**src/rtl/move_dispatcher.sv**
```systemverilog
// Move dispatcher: owns the falling tile's position, queues key and gravity
// move commands, hands them one at a time to the move executor and commits
// the position it returns. A rejected gravity down-move lands the tile and
// halts the block until the next spawn.

package move_dispatcher_pkg;
  typedef enum logic [1:0] {
    eUp    = 2'd0,
    eDown  = 2'd1,
    eLeft  = 2'd2,
    eRight = 2'd3
  } direction_e;
endpackage

module move_dispatcher
  import move_dispatcher_pkg::*;
#(
  parameter int width_p          = 16,
  parameter int height_p         = 32,
  parameter int fifo_depth_p     = 4,
  parameter int gravity_period_p = 1024,
  localparam int x_w_lp          = $clog2(width_p),
  localparam int y_w_lp          = $clog2(height_p),
  localparam int pt_w_lp         = x_w_lp + y_w_lp
) (
  input  logic               clk_i,
  input  logic               reset_i,
  input  logic               key_v_i,
  input  direction_e         key_dir_i,
  input  logic               spawn_v_i,
  input  logic [pt_w_lp-1:0] spawn_pos_i,
  input  logic               gravity_en_i,
  output logic               exec_v_o,
  output direction_e         exec_dir_o,
  input  logic               exec_done_i,
  input  logic               exec_data_v_i,
  input  logic [pt_w_lp-1:0] exec_new_pos_i,
  output logic [pt_w_lp-1:0] pos_o,
  output logic               landed_o,
  output logic               halted_o,
  output logic               fifo_full_o,
  output logic [7:0]         drop_cnt_o
);

  localparam int ptr_w_lp = $clog2(fifo_depth_p);
  localparam int cnt_w_lp = $clog2(gravity_period_p);
  localparam logic [cnt_w_lp-1:0] grav_last_lp  = cnt_w_lp'(gravity_period_p - 1);
  localparam logic [ptr_w_lp:0]   fifo_depth_lp = (ptr_w_lp + 1)'(fifo_depth_p);

  typedef enum logic {
    S_IDLE = 1'b0,
    S_WAIT = 1'b1
  } state_e;

  state_e state_r, state_next_s;

  // Command FIFO: entry = {dir[1:0], grav_tag}
  logic [2:0]          fifo_mem_r [fifo_depth_p];
  logic [ptr_w_lp-1:0] wr_ptr_r, rd_ptr_r;
  logic [ptr_w_lp:0]   count_r;

  logic [cnt_w_lp-1:0] grav_cnt_r;
  logic                grav_pend_r;
  logic                first_r, tag_r, acc_r, stale_r;
  logic [pt_w_lp-1:0]  pos_r;
  logic                halted_r, landed_r;
  logic [7:0]          drop_cnt_r;

  logic       empty_s, full_s;
  logic [2:0] head_s;
  logic       head_tag_s;
  direction_e head_dir_s;
  logic       exec_v_s, land_s, wait_done_s;
  logic       pop_s, key_req_s, slot_s, key_push_s, grav_push_s, push_s, drop_s;
  logic       flush_s, tick_s;
  logic [2:0] push_data_s;

  assign empty_s    = (count_r == '0);
  assign full_s     = (count_r == fifo_depth_lp);
  assign head_s     = fifo_mem_r[rd_ptr_r];
  assign head_dir_s = direction_e'(head_s[2:1]);
  assign head_tag_s = head_s[0];

  // FSM next state, issue strobe and landing decision
  always_comb begin
    state_next_s = state_r;
    exec_v_s     = 1'b0;
    land_s       = 1'b0;
    wait_done_s  = 1'b0;
    case (state_r)
      S_IDLE: begin
        exec_v_s = !empty_s && exec_done_i && !halted_r && !spawn_v_i;
        if (exec_v_s) begin
          state_next_s = S_WAIT;
        end else begin
          state_next_s = S_IDLE;
        end
      end
      S_WAIT: begin
        // done is still the stale idle level during the executor's judge cycle
        if (!first_r && exec_done_i) begin
          state_next_s = S_IDLE;
          wait_done_s  = 1'b1;
          land_s       = !acc_r && tag_r && !stale_r && !spawn_v_i;
        end else begin
          state_next_s = S_WAIT;
        end
      end
      default: begin
        state_next_s = S_IDLE;
      end
    endcase
  end

  // Push arbitration: key beats gravity, a same-cycle pop frees a slot
  always_comb begin
    pop_s       = exec_v_s;
    key_req_s   = key_v_i && !halted_r && !spawn_v_i;
    slot_s      = !full_s || pop_s;
    key_push_s  = 1'b0;
    grav_push_s = 1'b0;
    drop_s      = 1'b0;
    if (key_req_s) begin
      if (slot_s) begin
        key_push_s = 1'b1;
      end else begin
        drop_s = 1'b1;
      end
    end else begin
      grav_push_s = grav_pend_r && slot_s && !spawn_v_i;
    end
    push_s = key_push_s || grav_push_s;
    if (key_push_s) begin
      push_data_s = {key_dir_i, 1'b0};
    end else begin
      push_data_s = {eDown, 1'b1};
    end
    flush_s = spawn_v_i || land_s;
    tick_s  = gravity_en_i && !halted_r && (grav_cnt_r == grav_last_lp);
  end

  // Command FIFO pointers and storage; spawn and landing discard everything queued
  always_ff @(posedge clk_i) begin
    if (reset_i) begin
      wr_ptr_r <= '0;
      rd_ptr_r <= '0;
      count_r  <= '0;
    end else if (flush_s) begin
      wr_ptr_r <= '0;
      rd_ptr_r <= '0;
      count_r  <= '0;
    end else begin
      if (push_s) begin
        fifo_mem_r[wr_ptr_r] <= push_data_s;
        wr_ptr_r             <= wr_ptr_r + ptr_w_lp'(1'b1);
      end
      if (pop_s) begin
        rd_ptr_r <= rd_ptr_r + ptr_w_lp'(1'b1);
      end
      case ({push_s, pop_s})
        2'b10:   count_r <= count_r + (ptr_w_lp + 1)'(1'b1);
        2'b01:   count_r <= count_r - (ptr_w_lp + 1)'(1'b1);
        default: count_r <= count_r;
      endcase
    end
  end

  // Gravity period counter and pending-tick flag (repeat ticks merge)
  always_ff @(posedge clk_i) begin
    if (reset_i) begin
      grav_cnt_r  <= '0;
      grav_pend_r <= 1'b0;
    end else if (spawn_v_i) begin
      grav_cnt_r  <= '0;
      grav_pend_r <= 1'b0;
    end else begin
      if (gravity_en_i && !halted_r) begin
        if (tick_s) begin
          grav_cnt_r <= '0;
        end else begin
          grav_cnt_r <= grav_cnt_r + cnt_w_lp'(1'b1);
        end
      end
      if (land_s) begin
        grav_pend_r <= 1'b0;
      end else if (tick_s) begin
        grav_pend_r <= 1'b1;
      end else if (grav_push_s) begin
        grav_pend_r <= 1'b0;
      end
    end
  end

  // FSM state, in-flight command context, committed position and halt/land flags
  always_ff @(posedge clk_i) begin
    if (reset_i) begin
      state_r  <= S_IDLE;
      first_r  <= 1'b0;
      tag_r    <= 1'b0;
      acc_r    <= 1'b0;
      stale_r  <= 1'b0;
      pos_r    <= '0;
      halted_r <= 1'b1;
      landed_r <= 1'b0;
    end else begin
      state_r  <= state_next_s;
      landed_r <= land_s;
      first_r  <= exec_v_s;
      if (exec_v_s) begin
        tag_r <= head_tag_s;
        acc_r <= 1'b0;
      end else if ((state_r == S_WAIT) && exec_data_v_i && !stale_r && !spawn_v_i) begin
        acc_r <= 1'b1;
      end
      if (spawn_v_i) begin
        pos_r <= spawn_pos_i;
      end else if ((state_r == S_WAIT) && exec_data_v_i && !stale_r) begin
        pos_r <= exec_new_pos_i;
      end
      if (spawn_v_i) begin
        halted_r <= 1'b0;
      end else if (land_s) begin
        halted_r <= 1'b1;
      end
      // a spawn during an in-flight command orphans the executor's answer
      if (wait_done_s) begin
        stale_r <= 1'b0;
      end else if (spawn_v_i && (state_r == S_WAIT)) begin
        stale_r <= 1'b1;
      end
    end
  end

  // Saturating count of key requests lost to a full FIFO
  always_ff @(posedge clk_i) begin
    if (reset_i) begin
      drop_cnt_r <= 8'd0;
    end else if (drop_s && (drop_cnt_r != 8'hFF)) begin
      drop_cnt_r <= drop_cnt_r + 8'd1;
    end
  end

  assign exec_v_o    = exec_v_s;
  assign exec_dir_o  = head_dir_s;
  assign pos_o       = pos_r;
  assign landed_o    = landed_r;
  assign halted_o    = halted_r;
  assign fifo_full_o = full_s;
  assign drop_cnt_o  = drop_cnt_r;

endmodule
```
**config.mk**
```make
export PLATFORM = sky130hd
export DESIGN_NAME = move_dispatcher
export DESIGN_NICKNAME = d
export VERILOG_FILES = /design/src/rtl/move_dispatcher.sv
export SDC_FILE = /design/constraint.sdc
export NUM_CORES = 1
export LEC_CHECK = 0
export CORE_MARGIN = 5
export CORE_UTILIZATION = 44
export DETAILED_ROUTE_END_ITERATION = 10
export PLACE_DENSITY = 0.69
export SLEW_MARGIN = 10
export SYNTH_ARGS = -nofsm -noshare
export SYNTH_HDL_FRONTEND = slang
export SYNTH_SLANG_ARGS = --single-unit
```
**constraint.sdc**
```tcl
create_clock -name clk_i -period 8 [get_ports clk_i]
set_clock_uncertainty 0.05 [all_clocks]
set_input_delay 2.4 -clock clk_i [delete_from_list [all_inputs] [get_ports clk_i]]
set_output_delay 2.4 -clock clk_i [all_outputs]
set_load 0.03 [all_outputs]
```
==> flow_metrics.py, run 1 <==
metrics = {
    "power_and_ir_drop": {
        "ir_drop_uv": 77.0,
        "total_power_w": 0.000481,
        "power.density_mw_per_mm2": 150,
        "cellLeakagePower_nw": 1.10,
    },
    "global_route": {
        "grt_max_degree": 28,
        "grt_pass1_vias": 1943,
        "groute.usage.overall_pct": 14.9,
        "gr-total-overflow": 0,
        "grt_pass1_wl_um": 8940,
        "antenna_found_initial": 0,
    },
    "synth": {
        "synthCells": 263,
        "synthArstFlopShare_pct": 0,
        "synth_warnings": 0,
        "synth_edf_count": 12,
        "synthTopCellsByArea": "dfxtp_1 (34%), edfxtp_1 (14%), a21oi_1 (4.2%), nand2_1 (4.2%), mux2_2 (3.9%)",
        "synth_top_area_share_pct": 33.9,
        "synth_top_area_cell": "dfxtp_1",
        "synth_fp_nets": 298,
        "ys_seq_area_share_pct": 47.8,
        "synthTopCellsByCount": "dfxtp_1 (44), nand2_1 (29), nor2_1 (25), a21oi_1 (22), edfxtp_1 (12)",
        "synth_seq_cells": 56,
        "ys_types": 50,
        "yosys_most_used_dff": "dfxtp_1",
        "yosysMostFrequentCell": "dfxtp_1",
        "synth.avg_cell_area_um2": 9.88,
        "synth_area_mm2": 0.00260,
    },
    "floorplan": {
        "num_io_pins": 50,
        "die_x_um": 86.9,
        "die_h_um": 86.9,
        "start_util_pct": 44.7,
        "std_cell_rows": 28,
        "dieArea_mm2": 0.00754,
        "core_area_mm2": 0.00582,
    },
    "clock_tree": {
        "cts_root_buf": "clkbuf_8",
        "clk_latency_ns": 0.30,
        "clock-sinks": 56,
        "clock_path_buffers": 2,
        "h-tree-depth": 2,
        "cts_hold_buffers": 0,
        "postCtsSetupBuffers": 0,
        "cts_tree": "yes",
        "cts_resized": 0,
        "cts_made_buffers": 5,
        "clkSlewWorstSetupHoldPaths_ns": 0.09,
    },
    "worst_setup_path": {
        "cp.required_ns": 5.55,
        "r2r_end": "count_r[2]",
        "worst-path-max-fanout": 8,
        "endpoint_kind": "primary output",
        "endpoint": "exec_v_o",
        "cp-start-kind": "input port",
        "critPathLaunch": "spawn_v_i",
        "reg2reg_setup_slack_ns": 5.54,
        "worst_ep_arrival_time_ns": 4.21,
        "timing.rr.start": "count_r[0]",
        "critical_path_class": "in -> out",
        "r2r_cells": 11,
    },
    "cells_and_area": {
        "area_growth_pct": 23.5,
        "final_nets": 345,
        "seqCellArea_mm2": 0.00124,
        "stdcell_area_mm2": 0.00321,
        "antennaDiodeCount": 0,
        "drive_gt1_share_pct": 9.65,
        "post-route-util_pct": 55.2,
        "n_fill_cell": 540,
        "multi_input_area_mm2": 0.00125,
    },
    "timing": {
        "setup_viol": 0,
        "worst_slew_pin_slew_ns": 0.616,
        "hold-worst-slack_ns": 0.445,
        "final_hold_viol_count": 0,
        "tns_ns": 0,
        "post-route-period-util_pct": 83.2,
        "min_period_ns": 6.66,
        "relSlewSlack_pct": 58.8,
        "rsz0062_at_grt": "no",
        "slew_viol_final": 0,
        "fmax_mhz": 150,
    },
    "place": {
        "place_hpwl_um": 3920,
        "io_buffers": 49,
        "placed_cell_area_mm2": 0.00313,
        "gp_congestion": 0.773,
    },
    "run": {
        "cap_viol_max_count": 0,
    },
    "detailed_routing": {
        "viasPerCell": 5.16,
        "routed_wl_um": 5210,
        "drc": 0,
        "vias": 1993,
        "drt_first_pass_iters": 4,
        "antenna_left": 0,
        "post_drt_wl_per_cell_um": 13.5,
        "drt_iter0_markers": 111,
    },
    "worst_hold_path": {
        "hp-start": "drop_cnt_o[6]",
        "min_path_type": "reg -> reg",
    },
    "status": {
        "status": "finished clean",
    },
}
how the worst min path moves through the flow:
stage / end / slack (ns) / cells after the start
after floorplan: tag_r / 0.40 / 2
after global placement: drop_cnt_o[6] / 0.43 / 2
after detailed placement: drop_cnt_o[6] / 0.44 / 2
after CTS: drop_cnt_o[6] / 0.45 / 2
after global routing: grav_cnt_r[1] / 0.48 / 2
final: drop_cnt_o[6] / 0.45 / 2
worst max-delay path: stages:
cell,delay (ns)
clkdlybuf4s50_1,0.50
nor4_4,0.53
clkdlybuf4s50_1,0.77
per-layer routing:
layer  wire length (µm)  track usage (%)  part of all wire, %  vias up
met1               2520             20.2                   48      915
met2               2280             23.1                   44       48
met4                 70             5.24                  1.3        0
met5                  0                0                    0        -
met3                332             3.69                  6.4        5
li1                   -                -                    -     1025
logic make-up (layout without fill, tap and decap cells):
kind of cell / Yosys count / in the layout / synth area share (%)
compound gates: 40 / 40 / 9.20
xor+xnor: 11 / 11 / 3.71
fa+ha+maj: 8 / 8 / 4.14
buf+inv: 21 / 69 / 4.04
flops: 56 / 56 / 47.8
mux: 14 / 14 / 7.32
simple gates: 113 / 113 / 23.8
state kept, by name, summed over array words and instances (netlist names), 2 cells and up, named ones only:
name        count
pos_o           9
grav_cnt_r     10
fifo_mem_r     12
count_r         3
drop_cnt_o      8
wr_ptr_r        2
rd_ptr_r        2
metrics by stage:
step | setup slack (ns) | cells
final | 1.34 | 386
after global routing | 1.19 | 386
after CTS | 1.34 | 386
after detailed placement | 1.35 | 378
after global placement | 1.34 | 378
after floorplan | 2.35 | 263
layout by cell type, fill, tap and decap left out, types with 3 or more instances in the layout:
| cell | Yosys | layout |
|---|---|---|
| inv_1 | 10 | 10 |
| nand3b_1 | 4 | 4 |
| xnor2_1 | 5 | 5 |
| ha_1 | 7 | 7 |
| nand3_1 | 8 | 8 |
| nor2_1 | 25 | 25 |
| nand4_1 | 6 | 6 |
| nand2b_1 | 4 | 4 |
| o21ai_0 | 4 | 4 |
| nor3_1 | 8 | 8 |
| and3_1 | 6 | 6 |
| xor2_1 | 6 | 6 |
| o31ai_1 | 5 | 5 |
| dfxtp_1 | 44 | 44 |
| mux4_2 | 3 | 3 |
| a21oi_1 | 22 | 22 |
| clkdlybuf4s50_1 | 0 | 49 |
| edfxtp_1 | 12 | 12 |
| or4_1 | 4 | 4 |
| clkbuf_8 | 1 | 5 |
| mux2_2 | 9 | 9 |
| nand2_1 | 29 | 29 |
power by group:
| part | leakage [nW] | total (W) | internal [W] | switching, W |
|---|---|---|---|---|
| registers | 0.469 | 0.000293 | 0.000291 | 0.00000262 |
| logic | 0.587 | 0.0000450 | 0.0000231 | 0.0000218 |
| clock network | 0.0399 | 0.000142 | 0.0000611 | 0.0000810 |
| total | 1.10 | 0.000481 | 0.000375 | 0.000105 |
final cells by class:
class                      count  share of cell area [%]
multi-input combinational    186                    39.0
sequential                    56                    38.7
timing repair buffer          51                    15.7
tap                           75                    2.92
clock buffer                   7                    2.38
inverter                      10                    1.17
clock inverter                 1                   0.117
Note: power is estimated with default switching activity, not from simulation.
==> inputs of run 2 (changes only) <==
PLACE_DENSITY = 0.72   (was 0.69)
clock period = 5.73 ns   (was 8 ns; I/O delays follow)
==> run 2 against run 1 <==
  * Routed wire length shrank 1.3%
  * Largest cell class unchanged
  * Die area stayed put
  * Highest routed layer unchanged
  * Cell count up 0.26%
  * Largest power group unchanged
==> flow_metrics.py, run 2 (same netlist as run 1, synthesis figures left out) <==
metrics = {
    "detailed_routing": {
        "drt_iter0_markers": 127,
        "post_drt_wl_per_cell_um": 13.3,
        "viasPerCell": 5.19,
        "drt_first_pass_iters": 4,
        "routed_wl_um": 5140,
        "vias": 2007,
        "drc": 0,
        "antenna_left": 0,
    },
    "clock_tree": {
        "cts_resized": 0,
        "cts_hold_buffers": 0,
        "h-tree-depth": 2,
        "cts_root_buf": "clkbuf_8",
        "cts_tree": "yes",
        "cts_made_buffers": 5,
        "clock_path_buffers": 2,
        "postCtsSetupBuffers": 0,
        "clock-sinks": 56,
        "clk_latency_ns": 0.31,
        "clkSlewWorstSetupHoldPaths_ns": 0.09,
    },
    "cells_and_area": {
        "antennaDiodeCount": 0,
        "final_nets": 346,
        "area_growth_pct": 24.2,
        "stdcell_area_mm2": 0.00323,
        "top_register": "fifo_mem_r",
        "post-route-util_pct": 55.5,
        "largest_reg_flops": 12,
        "final_common_cell": "clkdlybuf4s50_1",
        "multi_input_area_mm2": 0.00125,
        "drive_gt1_share_pct": 10.6,
        "seqCellArea_mm2": 0.00124,
        "most-common-layout-cells": "clkdlybuf4s50_1 (49), dfxtp_1 (44), nand2_1 (29), nor2_1 (25), a21oi_1 (22)",
        "n_fill_cell": 537,
    },
    "floorplan": {
        "die_x_um": 86.9,
        "die_h_um": 86.9,
        "start_util_pct": 44.7,
        "core_area_mm2": 0.00582,
        "std_cell_rows": 28,
        "num_io_pins": 50,
        "dieArea_mm2": 0.00754,
    },
    "power_and_ir_drop": {
        "power_frac_comb_pct": 9.2,
        "switching_power_w": 0.000160,
        "power.density_mw_per_mm2": 212,
        "netSwitchingFraction_pct": 23.3,
        "seqPwrFrac_pct": 59.8,
        "cellLeakagePower_nw": 1.10,
        "p_int_w": 0.000526,
        "clkPwrFrac_pct": 31.1,
        "total_power_w": 0.000686,
        "ir_drop_uv": 111,
    },
    "place": {
        "placed_cell_area_mm2": 0.00314,
        "place_hpwl_um": 3840,
        "gp_congestion": 0.825,
        "io_buffers": 49,
    },
    "timing": {
        "rsz0062_at_grt": "no",
        "post-route-period-util_pct": 88.2,
        "tns_ns": 0,
        "min_period_ns": 5.05,
        "setup_viol": 0,
        "relSlewSlack_pct": 62.3,
        "final_hold_viol_count": 0,
        "slew_viol_final": 0,
        "hold-worst-slack_ns": 0.450,
        "worst_slew_pin_slew_ns": 0.563,
        "fmax_mhz": 198,
    },
    "global_route": {
        "gr-total-overflow": 0,
        "grt_pass1_wl_um": 8770,
        "antenna_found_initial": 0,
        "grt_max_degree": 28,
        "grt_pass1_vias": 1894,
        "groute.usage.overall_pct": 14.3,
    },
    "worst_setup_path": {
        "cp.required_ns": 3.96,
        "worst-path-max-fanout": 2,
        "endpoint_kind": "primary output",
        "slowest_delay_ns": 0.72,
        "critPathSlowestCell": "clkdlybuf4s50_1",
        "cpMostUsedCell": "clkdlybuf4s50_1",
        "critical_path_class": "in -> out",
        "reg2reg_setup_slack_ns": 3.27,
        "path_cells": "clkdlybuf4s50_1 -> nor4_4 -> clkdlybuf4s50_1",
        "cp-start-kind": "input port",
        "worst_ep_arrival_time_ns": 3.28,
    },
    "run": {
        "cap_viol_max_count": 0,
    },
    "status": {
        "status": "finished clean",
    },
    "worst_hold_path": {
        "min_path_type": "reg -> reg",
    },
}
run 2: path summary, 6_finish.rpt:
path / depth (start not counted) / end / start
max: 3 / exec_v_o / spawn_v_i
min: 2 / drop_cnt_o[6] / drop_cnt_o[6]
max reg2reg: 11 / count_r[2] / count_r[0]
min reg2reg: 2 / drop_cnt_o[6] / drop_cnt_o[6]
run 2: power by group through the flow:
| stage | Combinational, W | Sequential [W] | Clock, W |
|---|---|---|---|
| after floorplan | 0.0000241 | 0.000426 | 0 |
| after global placement | 0.0000624 | 0.000419 | 0 |
| after detailed placement | 0.0000630 | 0.000419 | 0 |
| after CTS | 0.0000634 | 0.000410 | 0.000223 |
| after global routing | 0.0000680 | 0.000411 | 0.000237 |
| final | 0.0000628 | 0.000410 | 0.000213 |
run 2: layer usage:
layer | share of wire [%] | wire, µm | GRT usage, % | vias to the layer above
met1 | 48 | 2470 | 20.8 | 915
met2 | 42 | 2170 | 21.4 | 57
li1 | - | - | - | 1030
met5 | 0 | 0 | 0 | -
met4 | 0.76 | 39 | 3.40 | 0
met3 | 8.9 | 456 | 3.78 | 5
run 2: worst max-delay path: cells and delay by family:
kind	cells	cell delay [ns]
simple gates	1	0.32
buf+inv	2	1.24
run 2: cell type report:
class / instances / area share (%)
Multi-Input combinational cell: 186 / 38.8
Sequential cell: 56 / 38.5
Timing Repair Buffer: 52 / 15.9
Tap cell: 75 / 2.91
Clock buffer: 6 / 2.25
Inverter: 10 / 1.16
Clock inverter: 2 / 0.504
run 2: per-stage QoR:
step                      setup WS, ns  cells
after global routing             0.613    387
final                            0.677    387
after detailed placement         0.686    379
after floorplan                   1.44    263
after CTS                        0.672    387
after global placement           0.672    379
==> inputs of run 3 (changes only) <==
ABC_CLOCK_PERIOD_IN_PS = 5730   (was unset)
CORE_UTILIZATION = 40   (was 44)
MAX_ROUTING_LAYER = met4   (was unset)
PLACE_DENSITY = 0.67   (was 0.72)
==> run 3 against run 2 <==
  * Total power up 5.8%
  * Register-to-register slack about the same
  * Critical path depth grew 1
  * Critical path type unchanged
  * Critical endpoint unchanged
  * Largest power group unchanged
==> flow_metrics.py, run 3 (same netlist as run 1, synthesis figures left out) <==
metrics = {
    "floorplan": {
        "core_area_mm2": 0.00635,
        "die_h_um": 90.6,
        "start_util_pct": 40.9,
        "std_cell_rows": 29,
        "dieArea_mm2": 0.00821,
        "die_x_um": 90.6,
        "num_io_pins": 50,
    },
    "power_and_ir_drop": {
        "cellLeakagePower_nw": 1.12,
        "ir_drop_uv": 93.3,
        "power.density_mw_per_mm2": 223,
    },
    "timing": {
        "relSlewSlack_pct": 64.0,
        "post-route-period-util_pct": 88.0,
        "tns_ns": 0,
        "worst_slew_pin_slew_ns": 0.538,
        "rsz0062_at_grt": "no",
        "fmax_mhz": 198,
        "setup_viol": 0,
        "fin_ws_ns": 0.690,
        "hold-worst-slack_ns": 0.452,
        "slew_viol_final": 0,
        "final_hold_viol_count": 0,
        "min_period_ns": 5.04,
    },
    "worst_setup_path": {
        "worst-path-buf-inv": 2,
        "cpMostUsedCell": "clkdlybuf4s50_1",
        "worst-path-max-fanout": 3,
        "worst_ep_arrival_time_ns": 3.27,
        "slowest_delay_ns": 0.72,
        "cp-start-kind": "input port",
        "critPathSlowestCell": "clkdlybuf4s50_1",
        "cp.required_ns": 3.96,
        "critPathTopFamily": "buffers and inverters",
        "critical_path_class": "in -> out",
        "path_cells": "clkdlybuf4s50_1 -> nand2b_1 -> nor4_4 -> clkdlybuf4s50_1",
        "endpoint_kind": "primary output",
    },
    "global_route": {
        "grt_pass1_wl_um": 9180,
        "gr-total-overflow": 0,
        "grt_max_degree": 28,
        "antenna_found_initial": 0,
        "groute.usage.overall_pct": 13.8,
        "grt_pass1_vias": 1890,
    },
    "cells_and_area": {
        "final_common_cell": "clkdlybuf4s50_1",
        "area_growth_pct": 25.0,
        "most-common-layout-cells": "clkdlybuf4s50_1 (49), dfxtp_1 (44), nand2_1 (29), nor2_1 (25), a21oi_1 (22)",
        "seqCellArea_mm2": 0.00124,
        "drive_gt1_share_pct": 10.6,
        "antennaDiodeCount": 0,
        "post-route-util_pct": 51.2,
        "multi_input_area_mm2": 0.00125,
        "largest_reg_flops": 12,
        "final_nets": 346,
        "top_register": "fifo_mem_r",
        "n_fill_cell": 569,
    },
    "clock_tree": {
        "postCtsSetupBuffers": 0,
        "cts_hold_buffers": 0,
        "clock-sinks": 56,
        "cts_made_buffers": 5,
        "cts_root_buf": "clkbuf_8",
        "cts_resized": 0,
        "cts_tree": "yes",
        "clock_path_buffers": 2,
        "clkSlewWorstSetupHoldPaths_ns": 0.09,
        "h-tree-depth": 2,
        "clk_latency_ns": 0.31,
    },
    "detailed_routing": {
        "post_drt_wl_per_cell_um": 13.8,
        "routed_wl_um": 5360,
        "drt_iter0_markers": 143,
        "drt_first_pass_iters": 4,
        "vias": 1989,
        "antenna_left": 0,
        "viasPerCell": 5.11,
        "drc": 0,
    },
    "place": {
        "dp_slack_ns": 0.697,
        "place_hpwl_um": 3990,
        "gp_congestion": 0.762,
        "io_buffers": 49,
    },
    "status": {
        "status": "finished clean",
    },
    "run": {
        "cap_viol_max_count": 0,
    },
    "worst_hold_path": {
        "min_path_type": "reg -> reg",
    },
}
[run 3: metrics by stage]
step / total power [W] / cell area [µm²] / instances
floorplan: 0.000450 / 2600 / 263
global placement: 0.000482 / 3140 / 381
detailed placement: 0.000482 / 3140 / 381
CTS: 0.000736 / 3250 / 389
global route: 0.000757 / 3250 / 389
finish: 0.000725 / 3250 / 389
[run 3: final cells by class]
type	count	share of cell area, %
clock buffers	6	2.23
clock inverters	2	1.08
inverters	10	1.16
multi-input cells	186	38.6
flip-flops and latches	56	38.2
well taps	77	2.97
repair buffers	52	15.8
[run 3: worst register-to-register path, delay by kind of cell, from the launching register on]
kind / cells / cell delay, ns
AO/OA/AOI/OAI: 1 / 0.18
buffers and inverters: 2 / 0.15
adder cells (fa/ha/maj): 2 / 0.54
XOR/XNOR: 2 / 0.28
flip-flops: 1 / 0.37
AND/OR/NAND/NOR: 4 / 0.77
[run 3: report_power, final]
part,internal [W],leakage [nW],switching [W],total (W)
Clock,0.000130,0.0552,0.000122,0.000252
Sequential,0.000406,0.469,0.00000384,0.000410
Combinational,0.0000324,0.593,0.0000307,0.0000631
Total,0.000568,1.12,0.000157,0.000725
[run 3: metal layers]
layer  GRT usage, %  share of wire [%]
met3           3.75                6.6
met2           18.9                 42
met1           19.6                 50
met5              -                  0
met4           4.22                1.5
[run 3: path summary, 6_finish.rpt]
path	start	to	slack, ns	depth (start not counted)
worst max-delay path	exec_done_i	exec_v_o	0.69	4
worst min register to register	grav_cnt_r[1]	grav_cnt_r[1]	0.45	2
worst max register to register	count_r[0]	count_r[2]	3.28	11
worst min-delay path	grav_cnt_r[1]	grav_cnt_r[1]	0.45	2
